## config.mk

```make
export PLATFORM = sky130hd
export DESIGN_NAME = text_scroll_sequencer
export DESIGN_NICKNAME = d
export VERILOG_FILES = /design/src/rtl/text_scroll_pkg.sv /design/src/rtl/glyph_col_rom.sv /design/src/rtl/text_scroll_sequencer.sv
export SDC_FILE = /design/constraint.sdc
export NUM_CORES = 1
export LEC_CHECK = 0
export ABC_AREA = 1
export CAP_MARGIN = 20
export CORE_ASPECT_RATIO = 1.1
export CORE_UTILIZATION = 60
export CTS_BUF_LIST = sky130_fd_sc_hd__clkbuf_4
export CTS_CLUSTER_SIZE = 20
export DETAILED_ROUTE_END_ITERATION = 10
export PLACE_DENSITY = 0.74
export SYNTH_ARGS = -nofsm -noshare
export SYNTH_HDL_FRONTEND = slang
export SYNTH_HIERARCHICAL = 1
export SYNTH_SLANG_ARGS = --single-unit
```

## constraint.sdc

```tcl
create_clock -name clk -period 6.1 [get_ports clk]
set_input_delay 0.915 -clock clk [delete_from_list [all_inputs] [get_ports clk]]
set_output_delay 0.915 -clock clk [all_outputs]
set_load 0.02 [all_outputs]
```

## src/rtl/text_scroll_pkg.sv

```systemverilog
// Shared types and constants for the text scroll sequencer and its glyph ROM.
package text_scroll_pkg;

  localparam int CHAR_W       = 7;
  localparam int COL_W        = 8;
  localparam int GLYPH_COLS   = 8;
  localparam int RAW_FLAG_BIT = 6;

  typedef enum logic [1:0] {
    IDLE  = 2'd0,
    FETCH = 2'd1,
    EMIT  = 2'd2,
    GAP   = 2'd3
  } state_e;

  // A raw character is shown as its six payload bits, framed by blank top and bottom rows.
  function automatic logic [COL_W-1:0] raw_column(input logic [CHAR_W-1:0] c);
    return {1'b0, c[RAW_FLAG_BIT-1:0], 1'b0};
  endfunction

endpackage

```

## src/rtl/glyph_col_rom.sv

```systemverilog
// Combinational 5x7 font: glyph code (ASCII minus 0x20) and column index -> column bits.
// Each glyph uses columns 1..6; columns 0 and 7 are blank spacing. Unknown codes are blank.
module glyph_col_rom
  import text_scroll_pkg::*;
(
  input  logic [5:0]       code,
  input  logic [2:0]       col,
  output logic [COL_W-1:0] data
);

  // Six packed columns, column 1 in the most significant byte.
  logic [47:0] glyph;

  // Font table lookup by glyph code.
  always_comb begin
    glyph = '0;
    case (code)
      6'h00: glyph = 48'h00_00_00_00_00_00; // ' '
      6'h01: glyph = 48'h00_00_5F_00_00_00; // '!'
      6'h10: glyph = 48'h3E_51_49_45_3E_00; // '0'
      6'h11: glyph = 48'h00_42_7F_40_00_00; // '1'
      6'h12: glyph = 48'h42_61_51_49_46_00; // '2'
      6'h13: glyph = 48'h21_41_45_4B_31_00; // '3'
      6'h14: glyph = 48'h18_14_12_7F_10_00; // '4'
      6'h15: glyph = 48'h27_45_45_45_39_00; // '5'
      6'h16: glyph = 48'h3C_4A_49_49_30_00; // '6'
      6'h17: glyph = 48'h01_71_09_05_03_00; // '7'
      6'h18: glyph = 48'h36_49_49_49_36_00; // '8'
      6'h19: glyph = 48'h06_49_49_29_1E_00; // '9'
      6'h21: glyph = 48'h7C_12_11_11_12_7C; // 'A'
      6'h22: glyph = 48'h7F_49_49_49_49_36; // 'B'
      6'h23: glyph = 48'h3E_41_41_41_41_22; // 'C'
      6'h24: glyph = 48'h7F_41_41_41_22_1C; // 'D'
      6'h25: glyph = 48'h7F_49_49_49_41_41; // 'E'
      6'h28: glyph = 48'h7F_08_08_08_08_7F; // 'H'
      6'h29: glyph = 48'h00_41_41_7F_41_41; // 'I'
      6'h2C: glyph = 48'h7F_40_40_40_40_40; // 'L'
      6'h2F: glyph = 48'h3E_41_41_41_41_3E; // 'O'
      default: glyph = '0;
    endcase
  end

  // Column select; the outer columns are always blank.
  always_comb begin
    data = '0;
    case (col)
      3'd1:    data = glyph[47:40];
      3'd2:    data = glyph[39:32];
      3'd3:    data = glyph[31:24];
      3'd4:    data = glyph[23:16];
      3'd5:    data = glyph[15:8];
      3'd6:    data = glyph[7:0];
      default: data = '0;
    endcase
  end

endmodule

```

## src/rtl/text_scroll_sequencer.sv

```systemverilog
// Circular character buffer plus column streamer for the LED scroll display.
// Characters are written while idle; on play the buffer is walked oldest-first and each
// character is expanded into display columns, paced by an optional idle gap per column.
module text_scroll_sequencer
  import text_scroll_pkg::*;
#(
  parameter int WORD_COUNT = 20,
  parameter int RATE_DIV   = 0
) (
  input  logic              clk,
  input  logic              rst_n,
  input  logic              wr_valid,
  output logic              wr_ready,
  input  logic [CHAR_W-1:0] wr_char,
  input  logic              clear,
  input  logic              play,
  output logic              col_valid,
  input  logic              col_ready,
  output logic [COL_W-1:0]  col_data,
  output logic              frame_start
);

  localparam int PTR_W = $clog2(WORD_COUNT + 1);
  localparam int GAP_W = (RATE_DIV > 0) ? $clog2(RATE_DIV + 1) : 1;

  localparam logic [PTR_W-1:0] LAST_IDX = PTR_W'(WORD_COUNT - 1);
  localparam logic [PTR_W-1:0] FULL_LEN = PTR_W'(WORD_COUNT);
  localparam logic [PTR_W-1:0] PTR_ONE  = PTR_W'(1);
  localparam logic [GAP_W-1:0] GAP_ONE  = GAP_W'(1);
  localparam logic [GAP_W-1:0] GAP_LOAD = (RATE_DIV > 0) ? GAP_W'(RATE_DIV - 1) : '0;

  localparam logic [2:0] LAST_COL = 3'(GLYPH_COLS - 1);

  state_e            state_q, state_d;
  logic [PTR_W-1:0]  head_q, head_d;
  logic [PTR_W-1:0]  tail_q, tail_d;
  logic [PTR_W-1:0]  len_q, len_d;
  logic [PTR_W-1:0]  rd_ptr_q, rd_ptr_d;
  logic [2:0]        col_idx_q, col_idx_d;
  logic [GAP_W-1:0]  gap_cnt_q, gap_cnt_d;
  logic              col_valid_q, col_valid_d;
  logic              frame_start_q, frame_start_d;
  logic              wr_ready_q, wr_ready_d;
  logic [COL_W-1:0]  col_data_q, col_data_d;
  logic [CHAR_W-1:0] cur_char_q, cur_char_d;

  logic [CHAR_W-1:0] mem_q [WORD_COUNT];

  logic              wr_en;
  logic [PTR_W-1:0]  len_c, tail_c;
  logic [PTR_W-1:0]  newest_ptr, rd_ptr_adv;
  logic              char_last;
  logic              load_new;
  logic              load_oldest;
  logic [CHAR_W-1:0] load_char;
  logic [2:0]        load_idx;
  logic [COL_W-1:0]  rom_col;
  logic [COL_W-1:0]  load_col;

  function automatic logic [PTR_W-1:0] next_ptr(input logic [PTR_W-1:0] p);
    return (p == LAST_IDX) ? '0 : p + PTR_ONE;
  endfunction

  // wr_ready is only ever high while idle, so this is the single buffer write path.
  assign wr_en = wr_valid & wr_ready_q;

  // Read-side pointer bookkeeping: the newest entry sits just behind the head.
  always_comb begin
    newest_ptr = (head_q == '0) ? LAST_IDX : head_q - PTR_ONE;
    rd_ptr_adv = (rd_ptr_q == newest_ptr) ? tail_q : next_ptr(rd_ptr_q);
    char_last  = !cur_char_q[RAW_FLAG_BIT] || (col_idx_q == LAST_COL);
  end

  // Select the character/column that will be presented next; a new character is read
  // straight from the buffer so a gap can hand over to EMIT without an extra fetch cycle.
  always_comb begin
    load_new    = (state_q == FETCH) || ((state_q == GAP) && (col_idx_q == 3'd0));
    load_char   = load_new ? mem_q[rd_ptr_q] : cur_char_q;
    load_idx    = (state_q == EMIT) ? col_idx_q + 3'd1 : col_idx_q;
    load_oldest = load_new && (rd_ptr_q == tail_q);
  end

  glyph_col_rom u_rom (
    .code (load_char[5:0]),
    .col  (load_idx),
    .data (rom_col)
  );

  assign load_col = load_char[RAW_FLAG_BIT] ? rom_col : raw_column(load_char);

  // Next-state, buffer bookkeeping and registered output values.
  always_comb begin
    state_d       = state_q;
    head_d        = head_q;
    tail_d        = tail_q;
    len_d         = len_q;
    rd_ptr_d      = rd_ptr_q;
    col_idx_d     = col_idx_q;
    gap_cnt_d     = gap_cnt_q;
    col_valid_d   = col_valid_q;
    frame_start_d = frame_start_q;
    col_data_d    = col_data_q;
    cur_char_d    = cur_char_q;
    len_c         = len_q;
    tail_c        = tail_q;

    case (state_q)
      IDLE: begin
        // Clear lands before a same-cycle write, so the write becomes the only entry.
        if (clear) begin
          len_c  = '0;
          tail_c = head_q;
        end
        len_d  = len_c;
        tail_d = tail_c;
        if (wr_en) begin
          head_d = next_ptr(head_q);
          if (len_c == FULL_LEN) begin
            tail_d = next_ptr(tail_c);
          end else begin
            len_d = len_c + PTR_ONE;
          end
        end
        if (play && (len_d != '0)) begin
          state_d   = FETCH;
          rd_ptr_d  = tail_d;
          col_idx_d = 3'd0;
        end
      end

      FETCH: begin
        if (!play) begin
          state_d = IDLE;
        end else begin
          state_d       = EMIT;
          cur_char_d    = load_char;
          col_valid_d   = 1'b1;
          col_data_d    = load_col;
          frame_start_d = load_oldest;
        end
      end

      EMIT: begin
        // The column is held until the sink takes it, even if play has dropped.
        if (col_ready) begin
          col_valid_d   = 1'b0;
          frame_start_d = 1'b0;
          if (char_last) begin
            col_idx_d = 3'd0;
            rd_ptr_d  = rd_ptr_adv;
          end else begin
            col_idx_d = col_idx_q + 3'd1;
          end
          if (!play) begin
            state_d = IDLE;
          end else if (RATE_DIV > 0) begin
            state_d   = GAP;
            gap_cnt_d = GAP_LOAD;
          end else if (char_last) begin
            state_d = FETCH;
          end else begin
            col_valid_d = 1'b1;
            col_data_d  = load_col;
          end
        end
      end

      GAP: begin
        if (!play) begin
          state_d = IDLE;
        end else if (gap_cnt_q == '0) begin
          state_d       = EMIT;
          cur_char_d    = load_char;
          col_valid_d   = 1'b1;
          col_data_d    = load_col;
          frame_start_d = load_oldest;
        end else begin
          gap_cnt_d = gap_cnt_q - GAP_ONE;
        end
      end

      default: begin
        state_d       = IDLE;
        col_valid_d   = 1'b0;
        frame_start_d = 1'b0;
      end
    endcase

    wr_ready_d = (state_d == IDLE) && !play;
  end

  // Control and output registers.
  always_ff @(posedge clk or negedge rst_n) begin
    if (!rst_n) begin
      state_q       <= IDLE;
      head_q        <= '0;
      tail_q        <= '0;
      len_q         <= '0;
      rd_ptr_q      <= '0;
      col_idx_q     <= '0;
      gap_cnt_q     <= '0;
      col_valid_q   <= 1'b0;
      frame_start_q <= 1'b0;
      wr_ready_q    <= 1'b0;
      col_data_q    <= '0;
    end else begin
      state_q       <= state_d;
      head_q        <= head_d;
      tail_q        <= tail_d;
      len_q         <= len_d;
      rd_ptr_q      <= rd_ptr_d;
      col_idx_q     <= col_idx_d;
      gap_cnt_q     <= gap_cnt_d;
      col_valid_q   <= col_valid_d;
      frame_start_q <= frame_start_d;
      wr_ready_q    <= wr_ready_d;
      col_data_q    <= col_data_d;
    end
  end

  // Character currently being expanded; pure data, no reset needed.
  always_ff @(posedge clk) begin
    cur_char_q <= cur_char_d;
  end

  // Character buffer storage.
  always_ff @(posedge clk) begin
    if (wr_en) begin
      mem_q[head_q] <= wr_char;
    end
  end

  assign wr_ready    = wr_ready_q;
  assign col_valid   = col_valid_q;
  assign col_data    = col_data_q;
  assign frame_start = frame_start_q;

endmodule

```

After elaboration in Yosys (flattened, before gate mapping)
Memories as Yosys holds them, arrays and structs flattened.
Cells that the tools add are included.
{"block": "classes", "n_reduce_logical": 23, "mux": 60, "bitwise": 1, "eq_ne": 24, "addsub": 7}
{"op": "$mux 5", "n": 17}
{"op": "$mux 8", "n": 7}
{"op": "$pmux 8 s6", "n": 1}
{"op": "$mux 7", "n": 4}
{"op": "$pmux 8 s3", "n": 1}
{"op": "$add 5x1->5 const B", "n": 4}
{"op": "$eq 5x5->1 const B", "n": 4}
{"op": "$ne 2x2->1 const B", "n": 8}
{"op": "$mux 2", "n": 7}
{"op": "$pmux 7 s2", "n": 1}
{"op": "$mux 1", "n": 13}
{"op": "$eq 3x3->1 const B", "n": 4}
{"op": "$mux 3", "n": 4}
{"op": "$eq 5x5->1", "n": 2}
{"op": "$pmux 5 s2", "n": 1}
{"op": "$pmux 2 s4", "n": 1}
{"op": "$reduce_and 4->1", "n": 2}
{"op": "$reduce_and 7->1", "n": 1}
{"op": "$eq 3x2->1 const B", "n": 2}
{"op": "$pmux 1 s3", "n": 2}
{"op": "$pmux 3 s2", "n": 1}
{"op": "$logic_not 5->1", "n": 1}
{"op": "$reduce_and 5->1", "n": 1}
{"op": "$reduce_bool 5->1", "n": 1}
{"op": "16 further kinds", "n": 25}
{"block": "totals", "out_inout_bits": 11, "reg_bits": 44, "ramBits": 140, "input_bits": 13, "memories": 2, "romBits": 2688, "word_cells": 129}
{"name": "(name not given)", "words": 64, "word_bits": 42, "rd": 1, "rd_ports_with_merged_regs": 0, "write_ports": 0, "line": "glyph_col_rom.sv:17", "text": "case (code)"}
{"name": "mem_q", "words": 20, "word_bits": 7, "rd": 1, "rd_ports_with_merged_regs": 0, "write_ports": 1, "line": "text_scroll_sequencer.sv:47", "text": "logic [CHAR_W-1:0] mem_q [WORD_COUNT];"}

Longest topological paths before layout
{"block": "depth", "ltp_word": 12, "depth_mapped": 27, "ltp_nobuf": 24}

Hierarchy
The synthesis kept the hierarchy.
{"mod": "text_scroll_sequencer", "cells_each": 873, "instances": 1, "area_each_um2": 8558.2, "seq_area_each_um2": 5315.1}
{"mod": "glyph_col_rom", "cells_each": 285, "instances": 1, "area_each_um2": 1387.6, "seq_area_each_um2": 0.0}

Least setup slack after synthesis
Ideal clock, no wire load.
{"block": "synth_timing", "path_type": "register to register", "start": "register col_idx_q[0]", "end": "register col_data_q[1], in the netlist col_data[1]", "period_less_slack_ps": 2870, "t_arrival_ps": 2804, "t_required_ps": 6035, "setup_time_ps": 65, "slack_ps": 3230, "path_stages_with_launch": 25, "n_path_buf": 3, "cell_sequence": "dfrtp_1 -> inv_1 -> ha_1 -> nand2_1 -> a21boi_1 -> clkbuf_1 -> nor2_1 -> a21oi_1 -> inv_1 -> buf_4 -> inv_2 -> buf_6 -> ha_1 -> inv_1 -> nand2_1 -> nand2_1 -> nand2_1 -> nand2_1 -> a21oi_1 -> a21oi_1 -> nand3_1 -> inv_1 -> nand2_1 -> nand3_1 -> nand2_1"}
{"block": "synth_between", "elab_chain_cells": 11, "word_cells_on_any_way": 26, "classes_between": "add/sub (1); eq/ne (8); mux (11); reduce/logical (5); memory (1)"}
{"item": "start, declared", "line": "text_scroll_sequencer.sv:39", "text": "logic [2:0] col_idx_q, col_idx_d;"}
{"item": "start signal, assigned", "line": "text_scroll_sequencer.sv:212", "text": "col_idx_q <= col_idx_d;"}
{"item": "$logic_not 3->1", "line": "text_scroll_sequencer.sv:77", "text": "load_new = (state_q == FETCH) || ((state_q == GAP) && (col_idx_q == 3'd0));"}
{"item": "$logic_and 1x1->1", "line": "text_scroll_sequencer.sv:77"}
{"item": "$logic_or 1x1->1", "line": "text_scroll_sequencer.sv:77"}
{"item": "$mux 7", "line": "text_scroll_sequencer.sv:78", "text": "load_char = load_new ? mem_q[rd_ptr_q] : cur_char_q;"}
{"item": "$mem_v2 64x42"}
{"item": "$pmux 8 s6 *", "line": "glyph_col_rom.sv:46", "text": "case (col)"}
{"item": "net rom_col[1]", "line": "text_scroll_sequencer.sv:57", "text": "logic [COL_W-1:0] rom_col;"}
{"item": "$mux 8 *", "line": "text_scroll_sequencer.sv:89", "text": "assign load_col = load_char[RAW_FLAG_BIT] ? rom_col : raw_column(load_char);"}
{"item": "$mux 8", "line": "text_scroll_sequencer.sv:159", "text": "end else if (char_last) begin"}
{"item": "$mux 8", "line": "text_scroll_sequencer.sv:154", "text": "if (!play) begin"}
{"item": "$mux 8", "line": "text_scroll_sequencer.sv:145", "text": "if (col_ready) begin"}
{"item": "$pmux 8 s3 *", "line": "text_scroll_sequencer.sv:107", "text": "case (state_q)"}
{"item": "end signal, assigned", "line": "text_scroll_sequencer.sv:217", "text": "col_data_q <= col_data_d;"}
{"item": "end, declared", "line": "text_scroll_sequencer.sv:44", "text": "logic [COL_W-1:0] col_data_q, col_data_d;"}
The timed path passes the listed nets; every way through them passes the cells marked *. The select of a mux whose other input is x is not followed.
A chain may end at the register's enable or synchronous reset.

Final worst setup path
{"block": "layout_timing", "start": "register rd_ptr_q[0]", "end": "register col_data_q[2], in the netlist col_data[2]"}
{"block": "layout_between", "elab_chain_cells": 9, "word_cells_on_any_way": 12, "classes_between": "mux (10); memory (2)"}
{"item": "start, declared", "line": "text_scroll_sequencer.sv:38", "text": "logic [PTR_W-1:0] rd_ptr_q, rd_ptr_d;"}
{"item": "start signal, assigned", "line": "text_scroll_sequencer.sv:211", "text": "rd_ptr_q <= rd_ptr_d;"}
{"item": "$mem_v2 20x7 *"}
{"item": "$mux 7 *", "line": "text_scroll_sequencer.sv:78"}
{"item": "$mem_v2 64x42 *"}
{"item": "$pmux 8 s6 *", "line": "glyph_col_rom.sv:46"}
{"item": "net rom_col[2]", "line": "text_scroll_sequencer.sv:57"}
{"item": "$mux 8 *", "line": "text_scroll_sequencer.sv:89"}
{"item": "$mux 8", "line": "text_scroll_sequencer.sv:159"}
{"item": "$mux 8", "line": "text_scroll_sequencer.sv:154"}
{"item": "$mux 8", "line": "text_scroll_sequencer.sv:145"}
{"item": "$pmux 8 s3 *", "line": "text_scroll_sequencer.sv:107"}
Marked as above.

==> metrics.csv <==
stage;metric;value;unit
setup_path;timing.rr.end;col_data[2]$_DFFE_PN0P_;
routing;wl_per_cell;17.4;microns
yosys;synth_common_cells;284 x nand2_1, 162 x nor2_1, 149 x nand3_1, 147 x edfxtp_1, 85 x inv_1;
timing;min_period_over_period;69.2;%
floorplanning;die_w;125;microns
timing;finClkSkew;0.0202;ns
setup_path;cp_max_fo;75;
routing;drt.antenna.violating_nets;0;
global_routing;grt_overflow_total;0;
global_routing;grt_pass1_vias;7214;
timing;rsz0062_at_grt;no;
setup_path;timing.rr.start;rd_ptr_q[0]$_DFFE_PN0P_;
yosys;synthAdderAreaFrac;2.64;%
setup_path;critPathRequiredTime;6.63;ns
pwr;ir_drop;0.000328;V
routing;via_per_inst;5.80;
yosys;synth_top_area_share;44.4;%
floorplanning;die-height;137;microns
clock_tree;clk_pin_slew;0.16;ns
global_routing;antenna_found_initial;1;
global_routing;grt_pass1_wl;37400;microns
timing;fin_crit;4.22;ns
routing;dr.pass1.iters;8;
pwr;p_seq_share;32.9;%
placed_design;dp_hpwl;16400;microns
timing;fmax;0.237;GHz
yosys;synth_xor_area_share;0.440;%
yosys;synth-simple-area-share;28.1;%
yosys;synthesis.area;9950;sq um
cells_and_area;instances_no_fill;1376;
floorplanning;fp.dieArea;17100;sq um
timing;fin_setup_tns;0;ns
clock_tree;cts_buffers;17;
clock_tree;cts_resized;0;
global_routing;grt_start_max_net_pins;76;
setup_path;r2r_slack;1.88;ns
routing;drt-initial-drc-count;1146;
timing;tightest_slew;1.00;ns
floorplanning;num_io_pins;24;
setup_path;critPathArrivalTime;4.75;ns
floorplanning;initial_utilization;61.0;%
yosys;synth_top_area_cell;edfxtp_1;
cells_and_area;fin_util;64.2;%
timing;setup-violations-final;0;
setup_path;path_buf_inv;4;
yosys;yosysMostFrequentCell;nand2_1;
yosys;syn_inst;1158;
clock_tree;cts_setup_buffers;0;
cells_and_area;drive_gt1_share;6.84;%
timing;setup_ws;1.88;ns
setup_path;crit_chain;buf_4 > nor2_1 > nor2_1 > o21ai_0 > nand3_1 > nand3_1 > nand2_1 > a21oi_2 > inv_1 > clkinv_1 > nor2_1 > nand4_1 > and2_1 > nand3_1 > inv_1 > nand2_1 > nand3_1 > nand2_1;
timing;holdWs;0.412;ns
global_routing;groute.usage.overall;29.0;%
run_status;status;complete, no violations;
yosys;synth-async-reset-ratio;19.7;%
clock_tree;cts_root_buffer;clkbuf_4;
setup_path;reg2reg_depth;18;
cells_and_area;syn_to_final_growth;5.27;%
yosys;synth_ff_type;edfxtp_1;
timing;maxSlewHeadroom;32.4;%
pwr;pwr-share-comb;53.8;%
floorplanning;core_region_area;16300;sq um
cells_and_area;nets;1191;
yosys;syn_nets;1192;
yosys;synth_warnings;6;
setup_path;crit_type;reg2reg;
setup_path;cpPeakStageDelay;0.68;ns
setup_path;worst_setup_path_end_kind;register;
clock_tree;cts_tree;built;
routing;wl;23900;microns
clock_tree;numClockSinks;183;
pwr;p_leak;4.33;nW
yosys;synthDistinctLibCells;43;
routing;drc;0;
placed_design;dpl_worst_slack;2.01;ns
timing;final_max_slew_viol_count;0;
clock_tree;ctsHoldBuffers;0;
setup_path;crit_top_cell;nand3_1;
placed_design;routabilityCongestion;0.972;
setup_path;critPathLaunchType;register;
yosys;synth_area_leaders;edfxtp_1 44%, nand2_1 11%, dfrtp_1 9.1%;
placed_design;io_buffers;23;
yosys;synth_compound_area_share;8.86;%
timing;finalHoldViolations;0;
yosys;synth_edf_count;147;
floorplanning;fp-row-count;49;
hold_path;hp-class;in2async;
cells_and_area;fillCellCount;1402;
placed_design;dpl.cell_count;1342;
clock_tree;cts_buffer_depth;2;
setup_path;critPathTopFamily;buffers and inverters;
cells_and_area;multi_input_area;3980;sq um
cells_and_area;seqCellArea;5320;sq um
run;cap_violations;0;
yosys;yosysSeqAreaShare;53.4;%
pwr;p_sw_share;49.9;%
pwr;p_sw;2.50;mW
yosys;syn_area_per_cell;8.59;sq um
yosys;muxShareOfSynthArea;0;%
clock_tree;h-tree-depth;4;
yosys;synth-seq-cells;183;
setup_path;crit_slowest_cell;clkinv_1;
yosys;synth_top_family_by_area;simple AND/OR/NAND/NOR gates;
routing;route.vias.total;7986;
pwr;p_per_area;477;nW/um^2
pwr;p_int;2.50;mW
clock_tree;clk_latency;0.59;ns
pwr;power_frac_clock;13.3;%
## power by group through the flow
| stage | logic [mW] | registers [mW] | clock network, mW |
|---|---|---|---|
| finish | 2.69 | 1.64 | 0.664 |
| global route | 3.00 | 1.66 | 0.716 |
| CTS | 2.65 | 1.64 | 0.673 |
| detailed placement | 2.63 | 1.67 | 0 |
| global placement | 2.64 | 1.67 | 0 |
| floorplan | 2.02 | 1.64 | 0 |
## state kept, by name, summed over array words and instances (netlist names), 2 cells and up
signal      cells
head_q          5
state_q         2
cur_char_q      7
mem_q         140
col_idx_q       3
len_q           5
tail_q          5
rd_ptr_q        5
col_data        8
## per-layer routing
metal  up-vias  GRT usage, %  wire, microns
met5         -             0              0
met4         0          12.8            741
met3        60          3.95           1580
met2       319          46.3          11300
met1      3714          40.0          10300
li1       3893             -              -
## cell families (layout without fill, tap and decap cells)
family | Yosys count | in the layout
AO/OA/AOI/OAI | 161 | 161
flip-flops | 183 | 183
buffers and inverters | 147 | 159
AND/OR/NAND/NOR | 640 | 640
XOR/XNOR | 5 | 5
adder cells (fa/ha/maj) | 21 | 21
other | 1 | 3
## metrics by stage
| step | power [mW] | area (sq um) |
|---|---|---|
| final | 5.00 | 10500 |
| after global routing | 5.37 | 10500 |
| after CTS | 4.96 | 10500 |
| after detailed placement | 4.30 | 10200 |
| after global placement | 4.30 | 10200 |
| after floorplan | 3.66 | 9950 |
## worst max path at each step
stage / startpoint / end / slack (ns) / cells after the start
2_1_floorplan: col_idx_q[0]$_DFFE_PN0P_ / col_data[1]$_DFFE_PN0P_ / 3.23 / 24
3_3_place_gp: rd_ptr_q[0]$_DFFE_PN0P_ / col_data[6]$_DFFE_PN0P_ / 2.02 / 22
3_5_place_dp: rd_ptr_q[0]$_DFFE_PN0P_ / col_data[6]$_DFFE_PN0P_ / 2.01 / 22
4_1_cts: rd_ptr_q[0]$_DFFE_PN0P_ / col_data[6]$_DFFE_PN0P_ / 1.96 / 22
5_1_grt: rd_ptr_q[0]$_DFFE_PN0P_ / col_data[4]$_DFFE_PN0P_ / 1.45 / 21
6_report: rd_ptr_q[0]$_DFFE_PN0P_ / col_data[2]$_DFFE_PN0P_ / 1.88 / 18
## layout make-up
type,instances,share of cell area (%)
antenna,2,0.0478
sequential,183,50.8
multi-input combinational,828,38.0
inverter,99,3.55
tap,204,2.44
clock inverter,13,1.28
clock buffer,19,1.36
timing repair buffer,28,2.51
## placed cells by master, fill, tap and decap left out, types with 2 or more instances in the layout
cell type / n
a21oi_2: 4
diode_2: 2
inv_6: 4
o21ai_1: 37
edfxtp_1: 147
buf_4: 5
clkbuf_4: 19
inv_1: 85
nor2_1: 162
inv_8: 3
o211ai_1: 4
inv_2: 13
nor2_4: 5
or2_2: 3
clkinv_1: 2
dfrtp_1: 35
o21ai_0: 74
clkdlybuf4s50_1: 22
a21oi_1: 23
nor3_4: 3
nand2_1: 284
xor2_1: 5
clkinvlp_4: 3
ha_1: 21
nand2_4: 2
nand2_2: 7
nand4_1: 19
o21bai_1: 3
nand3_1: 149
o22ai_1: 7
nor2_2: 2
o31ai_1: 2
(Power assumes the default switching activity.)
